### src/rtl/spi_word_slave.sv
// SPI slave front-end: oversampled pins, all CPOL/CPHA modes, word-wide rx pulses
// and a one-entry ready/valid transmit buffer feeding MISO.
module spi_word_slave #(
    parameter int WORD_WIDTH  = 32,
    parameter bit CPOL        = 1'b0,
    parameter bit CPHA        = 1'b0,
    parameter bit MSB_FIRST   = 1'b1,
    parameter int SYNC_STAGES = 2
) (
    input  logic                  clock,
    input  logic                  reset,
    input  logic                  SPI_clock,
    input  logic                  SPI_not_chip_select,
    input  logic                  SPI_in,
    output logic                  SPI_out,
    output logic [WORD_WIDTH-1:0] rx_data,
    output logic                  rx_valid,
    input  logic [WORD_WIDTH-1:0] tx_data,
    input  logic                  tx_valid,
    output logic                  tx_ready,
    output logic                  tx_underrun,
    output logic                  busy
);
    localparam int CW = $clog2(WORD_WIDTH);

    typedef enum logic {IDLE, ACTIVE} state_t;

    state_t                 state, state_nx;
    logic [SYNC_STAGES-1:0] sclk_sync, cs_sync, mosi_sync, settle;
    logic                   sclk_s, cs_s, mosi_s, sclk_prev, cs_prev, armed;
    logic                   lead, trail, sample_ev, shift_ev, frame_start, frame_end, do_load;
    logic [WORD_WIDTH-1:0]  shift_rx, shift_tx, tx_buf, rx_next;
    logic                   buf_full, load_pending;
    logic [CW-1:0]          cnt;

    assign sclk_s = sclk_sync[SYNC_STAGES-1];
    assign cs_s   = cs_sync[SYNC_STAGES-1];
    assign mosi_s = mosi_sync[SYNC_STAGES-1];

    // settle keeps the select synchroniser's reset value from arming us: only
    // a select level that was really sampled after reset may arm a frame.
    always_ff @(posedge clock) begin
        if (reset) begin
            sclk_sync <= {SYNC_STAGES{CPOL}};
            cs_sync   <= '1;
            mosi_sync <= '0;
            settle    <= '0;
            sclk_prev <= CPOL;
            cs_prev   <= 1'b1;
            armed     <= 1'b0;
        end else begin
            sclk_sync <= {sclk_sync[SYNC_STAGES-2:0], SPI_clock};
            cs_sync   <= {cs_sync[SYNC_STAGES-2:0], SPI_not_chip_select};
            mosi_sync <= {mosi_sync[SYNC_STAGES-2:0], SPI_in};
            settle    <= {settle[SYNC_STAGES-2:0], 1'b1};
            sclk_prev <= sclk_s;
            cs_prev   <= cs_s;
            if (settle[SYNC_STAGES-1] && cs_s)
                armed <= 1'b1;
        end
    end

    assign lead      = (sclk_prev == CPOL) && (sclk_s != CPOL);
    assign trail     = (sclk_prev != CPOL) && (sclk_s == CPOL);
    assign sample_ev = (state == ACTIVE) && !cs_s && (CPHA ? trail : lead);
    assign shift_ev  = (state == ACTIVE) && !cs_s && (CPHA ? lead : trail);

    always_ff @(posedge clock) begin
        if (reset) state <= IDLE;
        else       state <= state_nx;
    end

    always_comb begin
        state_nx    = state;
        frame_start = 1'b0;
        frame_end   = 1'b0;
        case (state)
            IDLE: if (armed && cs_prev && !cs_s) begin
                state_nx    = ACTIVE;
                frame_start = 1'b1;
            end
            ACTIVE: if (cs_s) begin
                state_nx  = IDLE;
                frame_end = 1'b1;
            end
            default: state_nx = IDLE;
        endcase
    end

    always_comb begin
        rx_next = shift_rx;
        if (MSB_FIRST) rx_next = {shift_rx[WORD_WIDTH-2:0], mosi_s};
        else           rx_next = {mosi_s, shift_rx[WORD_WIDTH-1:1]};
    end

    // CPHA=0 loads at frame start; every later word loads on its first shift edge.
    assign do_load = (frame_start && !CPHA) || (shift_ev && load_pending);

    always_ff @(posedge clock) begin
        if (reset) begin
            shift_rx     <= '0;
            shift_tx     <= '0;
            tx_buf       <= '0;
            buf_full     <= 1'b0;
            load_pending <= 1'b0;
            cnt          <= '0;
            rx_data      <= '0;
            rx_valid     <= 1'b0;
            tx_underrun  <= 1'b0;
        end else begin
            rx_valid    <= 1'b0;
            tx_underrun <= 1'b0;
            if (tx_valid && !buf_full) begin
                tx_buf   <= tx_data;
                buf_full <= 1'b1;
            end
            if (do_load) begin
                if (buf_full) begin
                    shift_tx <= tx_buf;
                    buf_full <= 1'b0;
                end else begin
                    shift_tx    <= '0;
                    tx_underrun <= 1'b1;
                end
            end else if (shift_ev) begin
                shift_tx <= MSB_FIRST ? (shift_tx << 1) : (shift_tx >> 1);
            end
            if (frame_start)
                load_pending <= CPHA;
            else if (shift_ev && load_pending)
                load_pending <= 1'b0;
            else if (sample_ev && cnt == CW'(WORD_WIDTH-1))
                load_pending <= 1'b1;
            if (frame_start || frame_end)
                cnt <= '0;
            if (sample_ev) begin
                shift_rx <= rx_next;
                if (cnt == CW'(WORD_WIDTH-1)) begin
                    rx_data  <= rx_next;
                    rx_valid <= 1'b1;
                    cnt      <= '0;
                end else begin
                    cnt <= cnt + CW'(1);
                end
            end
        end
    end

    assign SPI_out  = (state == ACTIVE) && (MSB_FIRST ? shift_tx[WORD_WIDTH-1] : shift_tx[0]);
    assign tx_ready = !buf_full;
    assign busy     = (state == ACTIVE);

endmodule

### config.mk
export PLATFORM = sky130hd
export DESIGN_NAME = spi_word_slave
export DESIGN_NICKNAME = d
export VERILOG_FILES = /design/src/rtl/spi_word_slave.sv
export SDC_FILE = /design/constraint.sdc
export NUM_CORES = 1
export LEC_CHECK = 0
export ABC_AREA = 0
export CAP_MARGIN = 40
export CORE_MARGIN = 4
export CORE_UTILIZATION = 40
export CTS_CLUSTER_DIAMETER = 120
export DETAILED_ROUTE_END_ITERATION = 7
export PLACE_DENSITY = 0.67
export SLEW_MARGIN = 20
export SYNTH_ARGS = -nofsm -noshare
export SYNTH_HDL_FRONTEND = slang
export SYNTH_SLANG_ARGS = --single-unit
### constraint.sdc
create_clock -name clock -period 3.4 [get_ports clock]
set_input_delay 0.68 -clock clock [delete_from_list [all_inputs] [get_ports clock]]
set_output_delay 0.68 -clock clock [all_outputs]
set_load 0.02 [all_outputs]
* Word level (Yosys, flattened, before mapping)
Cells that the tools add are included.
** Storage, ports and cells
- Bits in registers :: 148
- Bits in latches :: 0
- Memory bits (writable) :: 0
- Bits in read-only memories :: 0
- Bits of input ports :: 38
- Output and inout port bits :: 37
- Word-level logic and storage cells :: 65
- Memories :: 0
** Cells by class
- Add/sub/neg operators :: 1
- Multipliers :: 0
- Div/mod/pow operators :: 0
- Order comparisons :: 0
- Equal/unequal tests :: 1
- Shifts and indexed selects :: 0
- Multiplexer cells :: 18
- Bitwise logic cells :: 5
- Reductions and logical operators :: 22
** Operators with widths (number)
- 32-bit two-way mux :: 3
- 5-bit two-way mux :: 3
- 1-bit logical AND :: 12
- 1-bit two-way mux :: 11
- 5-bit by 1-bit adder with 5-bit output (second input constant) :: 1
- 5-bit == test (second input constant) :: 1
- 1-bit NOT :: 5
- 2-bit nonzero test :: 2
- 2-bit OR reduction :: 2
- 3-bit OR reduction :: 1
- 1-bit zero test :: 2
- 1-bit logical OR :: 2
- 1-bit one-hot mux with 2 select lines :: 1
- 2-bit AND reduction :: 1

* Depth between registers and ports, before layout
Gate-level depths: netlist of run 1.
- Depth in word-level cells :: 7
- Gate-level depth with buffers :: 8
- Depth with buffers taken out :: 6

* Least setup slack after synthesis of run 1
OpenSTA, ideal clock, no wires.
- Path kind :: register -> register
- From :: register cnt[0]
- To :: register rx_data[13]
- Data arrival time :: 1668 ps
- Path slack :: 1662 ps
- Stages on the path, launching flop included :: 9
- Clock period less this slack :: 1738 ps
- Cells stage by stage :: dfxtp_1 ha_1 and3_1 ha_1 clkbuf_1 inv_1 clkbuf_1 o21ai_1 a21oi_1
** On the way
- Longest elaborated chain between the ends :: 2
** Ends and longest elaborated chain
- start: declaration :: line 34 : logic [CW-1:0] cnt;
- start signal: assignment :: line 143 : cnt <= cnt + CW'(1);
- 5-bit == test :: line 138 : if (cnt == CW'(WORD_WIDTH-1)) begin
- 2-bit AND reduction (no source line)
- end signal: assignment :: line 139 : rx_data <= rx_next;
- end: declaration :: line 16 : output logic [WORD_WIDTH-1:0] rx_data,
Every way passes these cells.
A chain may end at the register's enable or synchronous reset.

* Worst setup path in the final report of run 1
- From :: register state (netlist: busy)
- To :: output port SPI_out
** On the way
- Longest elaborated chain between the ends :: 1
** Ends and longest elaborated chain
- start: declaration :: line 28 : state_t state, state_nx;
- start signal: assignment :: line 70 : else state <= state_nx;
- 1-bit logical AND :: line 149 : assign SPI_out = (state == ACTIVE) && (MSB_FIRST ? shift_tx[WORD_WIDTH-1] : shift_tx[0]);
- end: declaration :: line 15 : output logic SPI_out,
Every way passes these cells.

==> flow_summary.toml, run 1 <==
[worst_setup_path]
worst-path-max-fanout = 9
critPathLaunchType = "flop"
slowest_stage = "clkdlybuf4s50_1"
cp_cell_sequence = "and2_1 -> clkdlybuf4s50_1"
crit_arrival_ns = 1.85
end_kind = "primary output"
crit_path_max_incr_delay_ns = 0.62
critPathKind = "flop to primary output"
crit_required_ns = 2.72

[place]
dpl.cell_count = 924
numPortBuffers = 74
place.gp.congestion = 0.7634
post_dp_cell_area_sq_mm = 0.006764
dpl.hpwl_um = 8488

[timing]
worst_slew_pin_slew_ns = 0.6903
setup_tns_ns = 0
fin_crit_sh = 0.7454
final-setup-viol-count = 0
fmax_mhz = 394.6
rsz0062_at_grt = "false"
timing_hold_violations_final = 0
drv_slew = 0
holdWs_ns = 0.4089
fin_worst_skew_ns = 0.006595
slew_headroom = 0.5398
finalCriticalPeriod_ns = 2.534

[yosys]
ys_top_cells_by_count = "nand2_1, a21oi_1, dfxtp_1"
synth.cell_area_sq_mm = 0.005896
ys_types = 34
ys_ff_latch = 148
synth.top_cell.area_share = 0.5025
synth-edff-count = 0
synth.most_common_cell = "nand2_1"
synth_area_per_cell_sq_um = 8.188
yosys_most_used_dff = "dfxtp_1"
yosysWarnings = 0
yosysTopAreaCell = "dfxtp_1"
seq_area_frac_synth = 0.5025
async_reset_ff_frac = 0
syn_nets = 760
synth_area_leaders = "dfxtp_1, a21oi_1, nand2_1"
synthCells = 720

[clocking]
cts-hold-fix-buffers = 0
clk_pin_slew_worst_paths_ns = 0.06
root_buffer = "clkbuf_16"
cts_tree = "built"
clockBufferDepth = 2
post-cts-setup-buffers = 0
clk_latency_ns = 0.42
cts_buffers = 17
h-tree-depth = 4
ctsResizeCount = 0
cts_sinks = 148

[drt]
drc = 0
wirelength_um = 13580
top_layer = "met4"
vias = 5061
ant_nets = 0
dr_wl_met3_um = 829
wl_met2_um = 6288
drt_iter0_markers = 311
wl_met1_um = 6229
dr.pass1.iters = 5
post_drt_wl_per_cell_um = 14.21
via_per_inst = 5.294

[global_route]
overflow = 0
grt_usage = 0.1678
grt_first_pass_wirelength_um = 23010
grt_max_degree = 67
grt_pass1_vias = 5013
antenna_found_initial = 0

[layout]
nFillCells = 1335
diodes = 0
final_area_sq_mm = 0.007337
area_growth_pct = 24.45
fin_cells = 956
drive_gt1_frac = 0.07642
layout.nets = 799

[die]
coreArea_sq_mm = 0.01448
start_util = 0.4072
die_x_um = 129.4
die_area_sq_mm = 0.01675
fp-row-count = 44
io_pins = 75
die_h_um = 129.4

[outcome]
status = "finished clean"

[pwr]
total_power_mw = 3.795
p_leak_nw = 2.385
ir_drop_mv = 0.3818
powerDensity_mw_per_mm2 = 517.3

[worst_hold_path]
hold_path_class = "flop to flop"

[job]
maxCapViolCount = 0
path summary, 6_finish.rpt:
path / start / end / slack (ns) / depth (start not counted)
worst max-delay path: busy$_SDFF_PP0_ / SPI_out / 0.87 / 2
worst min-delay path: cs_sync[0]$_SDFF_PP1_ / cs_sync[1]$_SDFF_PP1_ / 0.41 / 1
worst max register to register: cnt[0]$_SDFFE_PP0P_ / rx_data[26]$_SDFFE_PP0P_ / 1.23 / 8
worst min register to register: cs_sync[0]$_SDFF_PP1_ / cs_sync[1]$_SDFF_PP1_ / 0.41 / 1
power by group:
group | internal, mW | switching [mW] | total [mW]
Clock | 1.02 | 0.782 | 1.81
Combinational | 0.0856 | 0.108 | 0.194
Sequential | 1.77 | 0.0219 | 1.80
final cells by class:
cell class | instances | area, sq um | share of cell area
clock inverters | 15 | 147.6 | 0.02012
flip-flops and latches | 148 | 2963 | 0.4038
well taps | 184 | 230.2 | 0.03138
repair buffers | 91 | 897.1 | 0.1223
inverters | 4 | 15.01 | 0.002046
clock buffers | 17 | 425.4 | 0.05798
multi-input cells | 497 | 2659 | 0.3624
kinds of logic after synthesis:
kind of cell / after synthesis / synth area share
AOI/OAI and AO/OA: 232 / 0.2330
buffers and inverters: 75 / 0.05475
adders and majority gates: 2 / 0.004244
and+or+nand+nor: 263 / 0.2054
DFF: 148 / 0.5025
critical path: cells and delay by family (launching register included):
kind	cells	cell delay, ns
buf+inv	1	0.62
flops	1	0.57
simple gates	1	0.24
routing by layer:
metal	vias to the layer above	GRT usage
li1	2562	-
met5	-	0
met4	0	0.06856
met2	108	0.2668
met3	22	0.05359
met1	2369	0.2114
sequential cells by signal, summed over array words and instances, names as in the netlist:
register / count
armed: 1
buf_full: 1
busy: 1
cnt: 5
cs_prev: 1
cs_sync: 2
load_pending: 1
mosi_sync: 2
rx_data: 32
rx_valid: 1
sclk_prev: 1
sclk_sync: 2
settle: 2
shift_rx: 31
shift_tx: 32
tx_buf: 32
tx_underrun: 1
cells in the final DEF, fill, tap and decap left out, types with 2 or more instances in the layout:
| master | count |
|---|---|
| dfxtp_1 | 148 |
| clkinvlp_4 | 2 |
| ha_1 | 2 |
| clkinv_2 | 2 |
| nand2_1 | 162 |
| inv_1 | 4 |
| clkdlybuf4s50_1 | 73 |
| nor2_1 | 5 |
| clkinv_4 | 5 |
| o221a_1 | 31 |
| inv_6 | 3 |
| nor3_1 | 2 |
| buf_4 | 15 |
| nand3_1 | 34 |
| nor2b_1 | 7 |
| o21ai_1 | 13 |
| clkbuf_16 | 17 |
| inv_8 | 2 |
| and3_1 | 3 |
| or4_1 | 2 |
| a21oi_1 | 159 |
| nor4bb_4 | 2 |
| o21ai_0 | 23 |
| nand2b_1 | 34 |
| or2_2 | 3 |
metrics by stage:
step,util,setup slack [ns]
after detailed placement,0.4672,1.141
after floorplan,-,1.662
after global placement,0.4634,1.014
final,0.5067,0.8655
after CTS,0.5067,0.8574
after global routing,0.5067,0.7926
Power figures use the tool's default switching activity.
==> run 2: changes to the inputs <==
PLACE_DENSITY = 0.69   (was 0.67)
clock period = 2.1 ns   (was 3.4 ns; I/O delays follow)
==> run 2 against run 1 <==
Against the previous run:
- wire length up 0.13%
- cell count up 0.63%
- critical path depth down 1
- die area unchanged
- final area up 1.1%
- non-clock buffer count up 6
- worst hold slack worse by 0.051 ns
- clock power up 60%
- power up 62%
- largest power group is now registers
==> flow_summary.toml, run 2 (synthesis results as in run 1) <==
[clocking]
clk_latency_ns = 0.41
clk_pin_slew_worst_paths_ns = 0.06
clockBufferDepth = 2
h-tree-depth = 4
cts_sinks = 148
cts_tree = "built"
root_buffer = "clkbuf_16"
cts_buffers = 17

[timing]
worst_slack_ns = 0.1589
fin_crit_sh = 0.9243
final-setup-viol-count = 0
rsz0062_at_grt = "false"
drv_slew = 0
setup_tns_ns = 0
finalCriticalPeriod_ns = 1.941
worst_slew_pin_slew_ns = 0.4332
fmax_mhz = 515.2
timing_hold_violations_final = 0
slew_headroom = 0.7101
fin_worst_skew_ns = 0.007624
holdWs_ns = 0.3579

[layout]
fin_util = 0.5123
diodes = 0
nFillCells = 1324
area_growth_pct = 25.81
reg_top3 = "rx_data: 32 flops, shift_tx: 32 flops, tx_buf: 32 flops"
drive_gt1_frac = 0.08098
final_area_sq_mm = 0.007417
layout.nets = 805
final_cell_mix = "nand2_1, a21oi_1, dfxtp_1, clkdlybuf4s50_1"
seq_area_sq_mm = 0.002964
final_common_cell = "nand2_1"
multi_input_area_sq_mm = 0.002659
fin_cells = 962

[global_route]
overflow = 0
grt_pass1_vias = 4931
use_met2 = 0.2576
antenna_found_initial = 0
busiest_layer = "met2"
met1_usage = 0.2200
grt_first_pass_wirelength_um = 22910
grt_util_met3 = 0.05853
grt_usage = 0.1675
grt_max_degree = 75

[worst_setup_path]
cp_cell_sequence = "clkdlybuf4s50_1"
r2r_slack_ns = 0.27
crit_required_ns = 1.68
rr_endpoint = "cnt[0]$_SDFFE_PP0P_"
crit_path_max_incr_delay_ns = 0.66
cp-startpoint = "busy$_SDFF_PP0_"
worst-path-max-fanout = 9
cp_top_family = "buffers and inverters"
reg2regPathDepth = 6
crit_buf_inv = 1
end_kind = "primary output"
slowest_stage = "clkdlybuf4s50_1"
critPathLaunchType = "flop"
r2r_start = "cnt[0]$_SDFFE_PP0P_"
crit_arrival_ns = 1.52
critPathKind = "flop to primary output"

[place]
dpl.hpwl_um = 8666
numPortBuffers = 74
place.gp.congestion = 0.7774
post_dp_cell_area_sq_mm = 0.006840
place_ws_ns = 0.2900
dpl.cell_count = 930

[die]
fp-row-count = 44
start_util = 0.4072
io_pins = 75
die_area_sq_mm = 0.01675
die_x_um = 129.4
die_h_um = 129.4
coreArea_sq_mm = 0.01448

[drt]
vias = 5099
post_drt_wl_per_cell_um = 14.14
dr.pass1.iters = 5
via_per_inst = 5.300
drc = 0
wirelength_um = 13600
drt_iter0_markers = 340
ant_nets = 0

[worst_hold_path]
hp-start = "reset"
hold_path_class = "primary input to flop"
hold_path_depth = 2
holdPathEnd = "settle[1]$_SDFF_PP0_"

[outcome]
status = "finished clean"

[job]
maxCapViolCount = 0

[pwr]
ir_drop_mv = 0.6727
powerDensity_mw_per_mm2 = 826.8
total_power_mw = 6.132
p_leak_nw = 2.429
run 2: worst max-delay path by stage:
stage / endpoint / depth (start not counted)
2_1_floorplan: rx_data[13]$_SDFFE_PP0P_ / 8
4_1_cts: busy / 1
6_report: busy / 1
3_5_place_dp: cnt[0]$_SDFFE_PP0P_ / 6
3_3_place_gp: SPI_out / 2
5_1_grt: busy / 1
run 2: area by class of cell:
| type | instances | share of cell area |
|---|---|---|
| multi-input combinational | 497 | 0.3585 |
| clock inverter | 7 | 0.009615 |
| clock buffer | 25 | 0.06815 |
| sequential | 148 | 0.3996 |
| inverter | 4 | 0.002024 |
| timing repair buffer | 97 | 0.1311 |
| tap | 184 | 0.03104 |
run 2: power by group:
group	leakage [nW]	internal, mW	total [mW]	switching [mW]
registers	1.20	2.87	2.91	0.0389
clock network	0.275	1.78	2.90	1.11
logic	0.953	0.150	0.323	0.173
total	2.43	4.81	6.13	1.32
run 2: repair_timing:
action                                  in CTS  in global routing
hold buffers                                 0                  0
resized for setup                            2                  0
endpoints found under the setup margin       2                  0
buffers inserted                             0                  0
run 2: routing by layer:
layer	share of wire	vias up
met4	0.0099	0
met3	0.052	8
li1	-	2567
met2	0.46	123
met1	0.47	2401
met5	0	-
